`config.mk`:
```
export PLATFORM = sky130hd
export DESIGN_NAME = tl45_execute_flat
export DESIGN_NICKNAME = d
export VERILOG_FILES = /design/src/rtl/tl45_execute_if.sv /design/src/rtl/tl45_execute.sv /design/src/flat_wrapper.sv
export SDC_FILE = /design/constraint.sdc
export NUM_CORES = 1
export LEC_CHECK = 0
export ABC_CLOCK_PERIOD_IN_PS = 4700
export BUFFER_PORTS_ARGS = -buffer_cell sky130_fd_sc_hd__buf_4
export CAP_MARGIN = 20
export CORE_MARGIN = 2
export CORE_UTILIZATION = 30
export CTS_BUF_LIST = sky130_fd_sc_hd__clkbuf_16
export DETAILED_ROUTE_END_ITERATION = 8
export GPL_ROUTABILITY_DRIVEN = 0
export GPL_TIMING_DRIVEN = 0
export PLACE_DENSITY_LB_ADDON = 0.08
export RECOVER_POWER = 25
export SLEW_MARGIN = 40
export SYNTH_ARGS = -nofsm -noshare
export SYNTH_HDL_FRONTEND = slang
export SYNTH_SLANG_ARGS = --single-unit
```
`constraint.sdc`:
```
create_clock -name i_clk -period 4.7 [get_ports i_clk]
set_input_delay 0.47 -clock i_clk [delete_from_list [all_inputs] [get_ports i_clk]]
set_output_delay 0.47 -clock i_clk [all_outputs]
set_load 0.02 [all_outputs]
```
`src/rtl/tl45_execute_if.sv`:
```
// Execute-stage bus: operand/decode inputs, memory-stage buffer, redirect and forwarding outputs.
// The slave modport is the execute stage; the master modport is its surroundings.
interface tl45_execute_if;
    logic        i_pipe_stall;
    logic        o_pipe_stall;
    logic        i_pipe_flush;
    logic        o_pipe_flush;
    logic [31:0] i_pc;
    logic [3:0]  i_opcode;
    logic [1:0]  i_cond;
    logic [3:0]  i_dr;
    logic [31:0] i_sr1_val;
    logic [31:0] i_sr2_val;
    logic [31:0] i_imm;
    logic [31:0] o_buf_pc;
    logic [31:0] o_buf_sr1_val;
    logic [31:0] o_buf_sr2_val;
    logic [31:0] o_buf_target_address;
    logic [3:0]  o_buf_opcode;
    logic [3:0]  o_buf_dr;
    logic        o_branch_valid;
    logic [31:0] o_branch_target;
    logic        o_halted;
    logic [3:0]  o_fwd_dr;
    logic [31:0] o_fwd_val;

    modport slave (
        input  i_pipe_stall, i_pipe_flush, i_pc, i_opcode, i_cond, i_dr,
        input  i_sr1_val, i_sr2_val, i_imm,
        output o_pipe_stall, o_pipe_flush, o_buf_pc, o_buf_sr1_val, o_buf_sr2_val,
        output o_buf_target_address, o_buf_opcode, o_buf_dr, o_branch_valid,
        output o_branch_target, o_halted, o_fwd_dr, o_fwd_val
    );

    modport master (
        output i_pipe_stall, i_pipe_flush, i_pc, i_opcode, i_cond, i_dr,
        output i_sr1_val, i_sr2_val, i_imm,
        input  o_pipe_stall, o_pipe_flush, o_buf_pc, o_buf_sr1_val, o_buf_sr2_val,
        input  o_buf_target_address, o_buf_opcode, o_buf_dr, o_branch_valid,
        input  o_branch_target, o_halted, o_fwd_dr, o_fwd_val
    );
endinterface

```
`src/rtl/tl45_execute.sv`:
```
// TL45 execute stage: ALU, control-transfer resolution, HALT latch and memory-stage buffer.
// Define TL45_EXEC_FWD_EN to drive o_fwd_dr/o_fwd_val from the buffer; otherwise they are 0.
module tl45_execute (
    input  logic           i_clk,
    input  logic           i_reset,
    tl45_execute_if.slave  io_bus
);
    typedef enum logic [3:0] {
        OpAdd  = 4'd0,
        OpNand = 4'd1,
        OpAddi = 4'd2,
        OpLw   = 4'd3,
        OpSw   = 4'd4,
        OpGoto = 4'd5,
        OpJalr = 4'd6,
        OpHalt = 4'd7,
        OpSkp  = 4'd8,
        OpLea  = 4'd9
    } op_e;

    typedef enum logic [1:0] {StRun, StShadow, StHalted} state_e;

    state_e      r_state;
    state_e      w_state_next;

    logic [31:0] r_buf_pc, r_buf_sr1_val, r_buf_sr2_val, r_buf_target_address;
    logic [3:0]  r_buf_opcode, r_buf_dr;
    logic        r_branch_valid, r_pipe_flush;
    logic [31:0] r_branch_target;

    logic [31:0] w_buf_pc, w_buf_sr1_val, w_buf_sr2_val, w_buf_target_address;
    logic [3:0]  w_buf_opcode, w_buf_dr;
    logic        w_branch_valid, w_pipe_flush;
    logic [31:0] w_branch_target;

    logic        w_cond_true, w_taken, w_is_halt;
    logic [31:0] w_target;
    logic        w_accept, w_squash;

    // Control-transfer resolution for the presented instruction
    always_comb begin
        w_cond_true = 1'b0;
        unique case (io_bus.i_cond)
            2'd0: w_cond_true = (io_bus.i_sr1_val == io_bus.i_sr2_val);
            2'd1: w_cond_true = ($signed(io_bus.i_sr1_val) < $signed(io_bus.i_sr2_val));
            2'd2: w_cond_true = ($signed(io_bus.i_sr1_val) > $signed(io_bus.i_sr2_val));
            2'd3: w_cond_true = (io_bus.i_sr1_val != io_bus.i_sr2_val);
            default: w_cond_true = 1'b0;
        endcase

        w_taken  = 1'b0;
        w_target = 32'd0;
        case (io_bus.i_opcode)
            OpGoto: begin
                w_taken  = 1'b1;
                w_target = io_bus.i_pc + 32'd1 + io_bus.i_imm;
            end
            OpJalr: begin
                w_taken  = 1'b1;
                w_target = io_bus.i_sr1_val;
            end
            OpSkp: begin
                w_taken  = w_cond_true;
                w_target = io_bus.i_pc + 32'd2;
            end
            default: ;
        endcase
        w_is_halt = (io_bus.i_opcode == OpHalt);
    end

    always_ff @(posedge i_clk) begin
        if (i_reset) r_state <= StRun;
        else         r_state <= w_state_next;
    end

    always_comb begin
        w_state_next = r_state;
        if (io_bus.i_pipe_flush) begin
            if (r_state != StHalted) w_state_next = StRun;
        end else if (!io_bus.i_pipe_stall) begin
            unique case (r_state)
                StRun: begin
                    if (w_taken)        w_state_next = StShadow;
                    else if (w_is_halt) w_state_next = StHalted;
                end
                StShadow: w_state_next = StRun;
                StHalted: w_state_next = StHalted;
                default:  w_state_next = StRun;
            endcase
        end
    end

    // Buffer next-state: hold on stall, bubble on flush/shadow/halted, compute on accept
    always_comb begin
        w_accept = !io_bus.i_pipe_flush && !io_bus.i_pipe_stall && (r_state == StRun);
        w_squash = io_bus.i_pipe_flush || (!io_bus.i_pipe_stall && (r_state != StRun));

        w_buf_pc             = r_buf_pc;
        w_buf_sr1_val        = r_buf_sr1_val;
        w_buf_sr2_val        = r_buf_sr2_val;
        w_buf_target_address = r_buf_target_address;
        w_buf_opcode         = r_buf_opcode;
        w_buf_dr             = r_buf_dr;
        w_branch_valid       = r_branch_valid;
        w_pipe_flush         = r_pipe_flush;
        w_branch_target      = r_branch_target;

        if (w_squash) begin
            w_buf_pc             = 32'd0;
            w_buf_sr1_val        = 32'd0;
            w_buf_sr2_val        = 32'd0;
            w_buf_target_address = 32'd0;
            w_buf_opcode         = OpAdd;
            w_buf_dr             = 4'd0;
            w_branch_valid       = 1'b0;
            w_pipe_flush         = 1'b0;
        end else if (w_accept) begin
            w_buf_pc             = io_bus.i_pc;
            w_buf_sr1_val        = io_bus.i_sr1_val;
            w_buf_sr2_val        = io_bus.i_sr2_val;
            w_buf_target_address = 32'd0;
            w_buf_opcode         = io_bus.i_opcode;
            w_buf_dr             = io_bus.i_dr;
            case (io_bus.i_opcode)
                OpAdd:  w_buf_sr1_val = io_bus.i_sr1_val + io_bus.i_sr2_val;
                OpNand: w_buf_sr1_val = ~(io_bus.i_sr1_val & io_bus.i_sr2_val);
                OpAddi: w_buf_sr1_val = io_bus.i_sr1_val + io_bus.i_imm;
                OpLea:  w_buf_sr1_val = io_bus.i_pc + 32'd1 + io_bus.i_imm;
                OpJalr: w_buf_sr1_val = io_bus.i_pc + 32'd1;
                OpLw, OpSw: w_buf_target_address = io_bus.i_imm;
                OpGoto, OpSkp, OpHalt: w_buf_dr = 4'd0;
                default: ;
            endcase
            w_branch_valid = w_taken;
            w_pipe_flush   = w_taken;
            if (w_taken) w_branch_target = w_target;
        end
    end

    always_ff @(posedge i_clk) begin
        if (i_reset) begin
            r_buf_pc             <= 32'd0;
            r_buf_sr1_val        <= 32'd0;
            r_buf_sr2_val        <= 32'd0;
            r_buf_target_address <= 32'd0;
            r_buf_opcode         <= 4'd0;
            r_buf_dr             <= 4'd0;
            r_branch_valid       <= 1'b0;
            r_pipe_flush         <= 1'b0;
            r_branch_target      <= 32'd0;
        end else begin
            r_buf_pc             <= w_buf_pc;
            r_buf_sr1_val        <= w_buf_sr1_val;
            r_buf_sr2_val        <= w_buf_sr2_val;
            r_buf_target_address <= w_buf_target_address;
            r_buf_opcode         <= w_buf_opcode;
            r_buf_dr             <= w_buf_dr;
            r_branch_valid       <= w_branch_valid;
            r_pipe_flush         <= w_pipe_flush;
            r_branch_target      <= w_branch_target;
        end
    end

    assign io_bus.o_pipe_stall         = io_bus.i_pipe_stall;
    assign io_bus.o_pipe_flush         = r_pipe_flush;
    assign io_bus.o_buf_pc             = r_buf_pc;
    assign io_bus.o_buf_sr1_val        = r_buf_sr1_val;
    assign io_bus.o_buf_sr2_val        = r_buf_sr2_val;
    assign io_bus.o_buf_target_address = r_buf_target_address;
    assign io_bus.o_buf_opcode         = r_buf_opcode;
    assign io_bus.o_buf_dr             = r_buf_dr;
    assign io_bus.o_branch_valid       = r_branch_valid;
    assign io_bus.o_branch_target      = r_branch_target;
    assign io_bus.o_halted             = (r_state == StHalted);

`ifdef TL45_EXEC_FWD_EN
    logic w_fwd_kill;

    // Loads, stores and control ops produce no register result here
    always_comb begin
        w_fwd_kill = (r_buf_opcode == OpLw)   || (r_buf_opcode == OpSw) ||
                     (r_buf_opcode == OpGoto) || (r_buf_opcode == OpSkp) ||
                     (r_buf_opcode == OpHalt);
        io_bus.o_fwd_dr  = w_fwd_kill ? 4'd0  : r_buf_dr;
        io_bus.o_fwd_val = w_fwd_kill ? 32'd0 : r_buf_sr1_val;
    end
`else
    assign io_bus.o_fwd_dr  = 4'd0;
    assign io_bus.o_fwd_val = 32'd0;
`endif

endmodule
```
`src/flat_wrapper.sv`:
```
// flat-port wrapper written by rule: the top's interface ports become plain ports
module tl45_execute_flat 
  (i_clk, i_reset, io_bus_i_pipe_stall, io_bus_i_pipe_flush, io_bus_i_pc, io_bus_i_opcode, io_bus_i_cond, io_bus_i_dr, io_bus_i_sr1_val, io_bus_i_sr2_val, io_bus_i_imm, io_bus_o_pipe_stall, io_bus_o_pipe_flush, io_bus_o_buf_pc, io_bus_o_buf_sr1_val, io_bus_o_buf_sr2_val, io_bus_o_buf_target_address, io_bus_o_buf_opcode, io_bus_o_buf_dr, io_bus_o_branch_valid, io_bus_o_branch_target, io_bus_o_halted, io_bus_o_fwd_dr, io_bus_o_fwd_val);
  tl45_execute_if io_bus_i ();
  input  logic i_clk;
  input  logic i_reset;
  input wire logic [$bits(io_bus_i.i_pipe_stall)-1:0] io_bus_i_pipe_stall;
  input wire logic [$bits(io_bus_i.i_pipe_flush)-1:0] io_bus_i_pipe_flush;
  input wire logic [$bits(io_bus_i.i_pc)-1:0] io_bus_i_pc;
  input wire logic [$bits(io_bus_i.i_opcode)-1:0] io_bus_i_opcode;
  input wire logic [$bits(io_bus_i.i_cond)-1:0] io_bus_i_cond;
  input wire logic [$bits(io_bus_i.i_dr)-1:0] io_bus_i_dr;
  input wire logic [$bits(io_bus_i.i_sr1_val)-1:0] io_bus_i_sr1_val;
  input wire logic [$bits(io_bus_i.i_sr2_val)-1:0] io_bus_i_sr2_val;
  input wire logic [$bits(io_bus_i.i_imm)-1:0] io_bus_i_imm;
  output wire logic [$bits(io_bus_i.o_pipe_stall)-1:0] io_bus_o_pipe_stall;
  output wire logic [$bits(io_bus_i.o_pipe_flush)-1:0] io_bus_o_pipe_flush;
  output wire logic [$bits(io_bus_i.o_buf_pc)-1:0] io_bus_o_buf_pc;
  output wire logic [$bits(io_bus_i.o_buf_sr1_val)-1:0] io_bus_o_buf_sr1_val;
  output wire logic [$bits(io_bus_i.o_buf_sr2_val)-1:0] io_bus_o_buf_sr2_val;
  output wire logic [$bits(io_bus_i.o_buf_target_address)-1:0] io_bus_o_buf_target_address;
  output wire logic [$bits(io_bus_i.o_buf_opcode)-1:0] io_bus_o_buf_opcode;
  output wire logic [$bits(io_bus_i.o_buf_dr)-1:0] io_bus_o_buf_dr;
  output wire logic [$bits(io_bus_i.o_branch_valid)-1:0] io_bus_o_branch_valid;
  output wire logic [$bits(io_bus_i.o_branch_target)-1:0] io_bus_o_branch_target;
  output wire logic [$bits(io_bus_i.o_halted)-1:0] io_bus_o_halted;
  output wire logic [$bits(io_bus_i.o_fwd_dr)-1:0] io_bus_o_fwd_dr;
  output wire logic [$bits(io_bus_i.o_fwd_val)-1:0] io_bus_o_fwd_val;
  assign io_bus_i.i_pipe_stall = io_bus_i_pipe_stall;
  assign io_bus_i.i_pipe_flush = io_bus_i_pipe_flush;
  assign io_bus_i.i_pc = io_bus_i_pc;
  assign io_bus_i.i_opcode = io_bus_i_opcode;
  assign io_bus_i.i_cond = io_bus_i_cond;
  assign io_bus_i.i_dr = io_bus_i_dr;
  assign io_bus_i.i_sr1_val = io_bus_i_sr1_val;
  assign io_bus_i.i_sr2_val = io_bus_i_sr2_val;
  assign io_bus_i.i_imm = io_bus_i_imm;
  assign io_bus_o_pipe_stall = io_bus_i.o_pipe_stall;
  assign io_bus_o_pipe_flush = io_bus_i.o_pipe_flush;
  assign io_bus_o_buf_pc = io_bus_i.o_buf_pc;
  assign io_bus_o_buf_sr1_val = io_bus_i.o_buf_sr1_val;
  assign io_bus_o_buf_sr2_val = io_bus_i.o_buf_sr2_val;
  assign io_bus_o_buf_target_address = io_bus_i.o_buf_target_address;
  assign io_bus_o_buf_opcode = io_bus_i.o_buf_opcode;
  assign io_bus_o_buf_dr = io_bus_i.o_buf_dr;
  assign io_bus_o_branch_valid = io_bus_i.o_branch_valid;
  assign io_bus_o_branch_target = io_bus_i.o_branch_target;
  assign io_bus_o_halted = io_bus_i.o_halted;
  assign io_bus_o_fwd_dr = io_bus_i.o_fwd_dr;
  assign io_bus_o_fwd_val = io_bus_i.o_fwd_val;
  tl45_execute u_core (.i_clk(i_clk), .i_reset(i_reset), .io_bus(io_bus_i));
endmodule
```
==> impl_metrics.json <==
{
  "crit_path_cell_trace": "buf_4 -> ha_1 -> nand3_1 -> or2_4 -> nor2_1 -> xor2_1 -> ha_1 -> a21oi_1 -> o21ai_0 -> a22o_1 -> a211o_1 -> o21ai_2 -> o21ai_0 -> xor2_1 -> a222oi_1 -> a211oi_1",
  "ioPinCount": 350,
  "n_antenna_cell": 0,
  "core_um2": 45100,
  "slew_headroom_pct": 35.1,
  "min_period_ns": 4.60,
  "cts_tree": "yes",
  "die_y_um": 217,
  "cp_max_fo": 7,
  "seq_area_frac_synth_pct": 25.1,
  "via_per_inst": 5.47,
  "drt-initial-drc-count": 1435,
  "yosysTopAreaCellShare_pct": 25.1,
  "drtPass1Iterations": 6,
  "slew_viol_final": 0,
  "finalNonFillerCells": 2788,
  "finalNetCount": 2447,
  "rows": 78,
  "synth_edf_count": 0,
  "numCtsBuffers": 17,
  "grt_overflow": 0,
  "htreeDepth": 4,
  "grt_first_pass_wirelength_um": 98700,
  "vias": 15300,
  "p_leak_uw": 0.00692,
  "async_flop_share_pct": 0,
  "crit_path_end_kind": "flip-flop",
  "dieWidth_um": 217,
  "die_area_um2": 47100,
  "clkSinkCount": 171,
  "synth_cell_types": 78,
  "synth.top_cells.by_count": "282 x nand2_1, 176 x a21oi_1, 171 x dfxtp_1",
  "grt_max_degree": 17,
  "drv_cap": 0,
  "ys_ff_latch": 171,
  "yosys_warnings": 0,
  "netlist_area_um2": 13600,
  "power_density_nw_per_um2": 255,
  "crit_family": "compound AO/OA/AOI/OAI gates",
  "antenna_found_initial": 4,
  "hold_path_class": "input pin to flip-flop",
  "worstSetupPathType": "input pin to flip-flop",
  "hold-worst-slack_ns": 0.185,
  "setup_viol": 0,
  "layout-drive-gt1-share_pct": 16.5,
  "clk_path_buf_depth": 2,
  "fin_ws_ns": 0.0978,
  "slowest_stage": "a222oi_1",
  "wl_per_cell_um": 24.7,
  "yosys.area.top_type": "dfxtp_1",
  "slowest_delay_ns": 0.65,
  "hold_violations": 0,
  "initial_core_util_pct": 30.2,
  "syn_inst": 1822,
  "start_kind": "input pin",
  "avgSynthCellArea_um2": 7.48,
  "first_global_vias": 14700,
  "rsz0062_at_grt": "no",
  "fmax_ghz": 0.217,
  "ys.flop_type": "dfxtp_1",
  "reg2reg_slack_ns": 1.56,
  "dp.final_hpwl_um": 55400,
  "clk_pin_slew_worst_paths_ns": 0.08,
  "insertion_delay_ns": 0.50,
  "routed_wirelength_um": 69000,
  "run_status": "finished, final reports clean",
  "fin_skew_ns": 0.00883,
  "track_usage_pct": 29.0,
  "finalCritPeriodShare_pct": 97.9,
  "synthTopCellsByArea": "dfxtp_1 25%, ha_1 12%, nand2_1 7.8%",
  "post-place-cells": 2756,
  "root_buffer": "clkbuf_16",
  "ant_nets": 0,
  "area_growth_pct": 25.4,
  "io_buffers": 296,
  "yosysMostFrequentCell": "nand2_1",
  "route.detailed.drc": 0,
  "tightest_slew_ns": 0.973,
  "vdd_ir_drop_max_mv": 0.223,
  "crit_buf_inv": 1,
  "critPathArrivalTime_ns": 4.94,
  "post-place-ws_ns": -1.43,
  "cp.required_ns": 5.04
}
-- stage by stage --
| step | util [%] | total power [uW] | TNS, ns | instance area [um2] |
|---|---|---|---|---|
| floorplan | - | 2370 | 0 | 13800 |
| global placement | 37.1 | 2900 | -18.80 | 16700 |
| detailed placement | 37.2 | 2910 | -20.18 | 16800 |
| CTS | 38.5 | 4380 | 0 | 17400 |
| global route | 37.9 | 4560 | 0 | 17100 |
| finish | 37.9 | 4360 | 0 | 17100 |
-- registers in the layout, indices dropped and copies added, names as in the netlist --
name / flops
u_core.io_bus.o_buf_sr1_val: 32
u_core.r_state: 2
u_core.io_bus.o_buf_opcode: 4
u_core.io_bus.o_buf_sr2_val: 32
u_core.io_bus.o_buf_dr: 4
u_core.io_bus.o_branch_valid: 1
u_core.io_bus.o_buf_target_address: 32
u_core.io_bus.o_branch_target: 32
u_core.io_bus.o_buf_pc: 32
-- cells in the final DEF (no fill, tap or decap), drive strengths merged, types with 9 or more instances in the layout --
master / Yosys / final
a211oi: 47 / 47
a21o: 16 / 16
a21oi: 176 / 176
a221o: 9 / 9
a221oi: 16 / 16
a222oi: 23 / 23
a22oi: 42 / 42
a31oi: 10 / 10
and2: 17 / 17
and3: 15 / 15
buf: 54 / 270
clkbuf: 107 / 207
conb: 1 / 36
dfxtp: 171 / 171
ha: 128 / 128
inv: 53 / 59
nand2: 282 / 282
nand2b: 12 / 12
nand3: 37 / 37
nand4: 29 / 29
nor2: 149 / 149
nor2b: 9 / 9
nor3: 34 / 34
o211ai: 20 / 20
o21ai: 126 / 126
or2: 10 / 10
or3: 11 / 11
xnor2: 57 / 57
xor2: 49 / 49
-- power by group --
| part | total [uW] | internal (uW) | switching, uW |
|---|---|---|---|
| sequential | 1500 | 1480 | 20.8 |
| clock | 1450 | 736 | 719 |
| combinational | 1400 | 497 | 906 |
-- metal layers --
layer / share of wire (%) / GRT usage, % / wire length (um) / vias to the layer above
met2: 47 / 47.8 / 32300 / 636
met1: 42 / 36.3 / 28900 / 7288
li1: - / - / - / 7201
met4: 3.9 / 12.2 / 2660 / 6
met5: 0.061 / 0 / 42 / -
met3: 7.4 / 6.47 / 5080 / 120
-- final timing paths --
| path | start | end | depth (start not counted) |
|---|---|---|---|
| setup / recovery | io_bus_i_pc[0] | u_core.io_bus.o_branch_target[25] | 16 |
| hold reg to reg | u_core.io_bus.o_buf_sr2_val[26] | u_core.io_bus.o_buf_sr2_val[26] | 2 |
| setup reg to reg | u_core.r_state[0] | u_core.io_bus.o_buf_sr1_val[9] | 7 |
| hold / removal | i_reset | u_core.io_bus.o_branch_target[27] | 2 |
-- area by class of cell --
cell class / count / area [um2]
flip-flops and latches: 171 / 3420
clock buffers: 17 / 425
inverters: 53 / 199
plain buffers: 159 / 860
clock inverters: 15 / 140
well taps: 600 / 751
multi-input cells: 1472 / 9350
fillers: 4914 / 28000
repair buffers: 301 / 1940
-- cells by family (layout without fill, tap and decap cells) --
kind of cell | count (synthesis) | in the layout | share of synthesized area (%)
AOI/OAI and AO/OA | 558 | 558 | 26.5
adders and majority gates | 130 | 130 | 12.0
DFF | 171 | 171 | 25.1
xor gates and xnor gates | 107 | 107 | 6.98
buffers and inverters | 214 | 545 | 7.60
other | 1 | 36 | 0.0275
muxes | 10 | 10 | 0.762
and+or+nand+nor | 631 | 631 | 21.0
-- timing repair --
item / 4_1_cts / 5_1_grt
gates resized for setup: 11 / 6
setup endpoints to repair: 14 / 11
pin swaps: 0 / 1
buffers inserted: 0 / 0
hold buffers: 0 / 0
(Power assumes the default switching activity.)
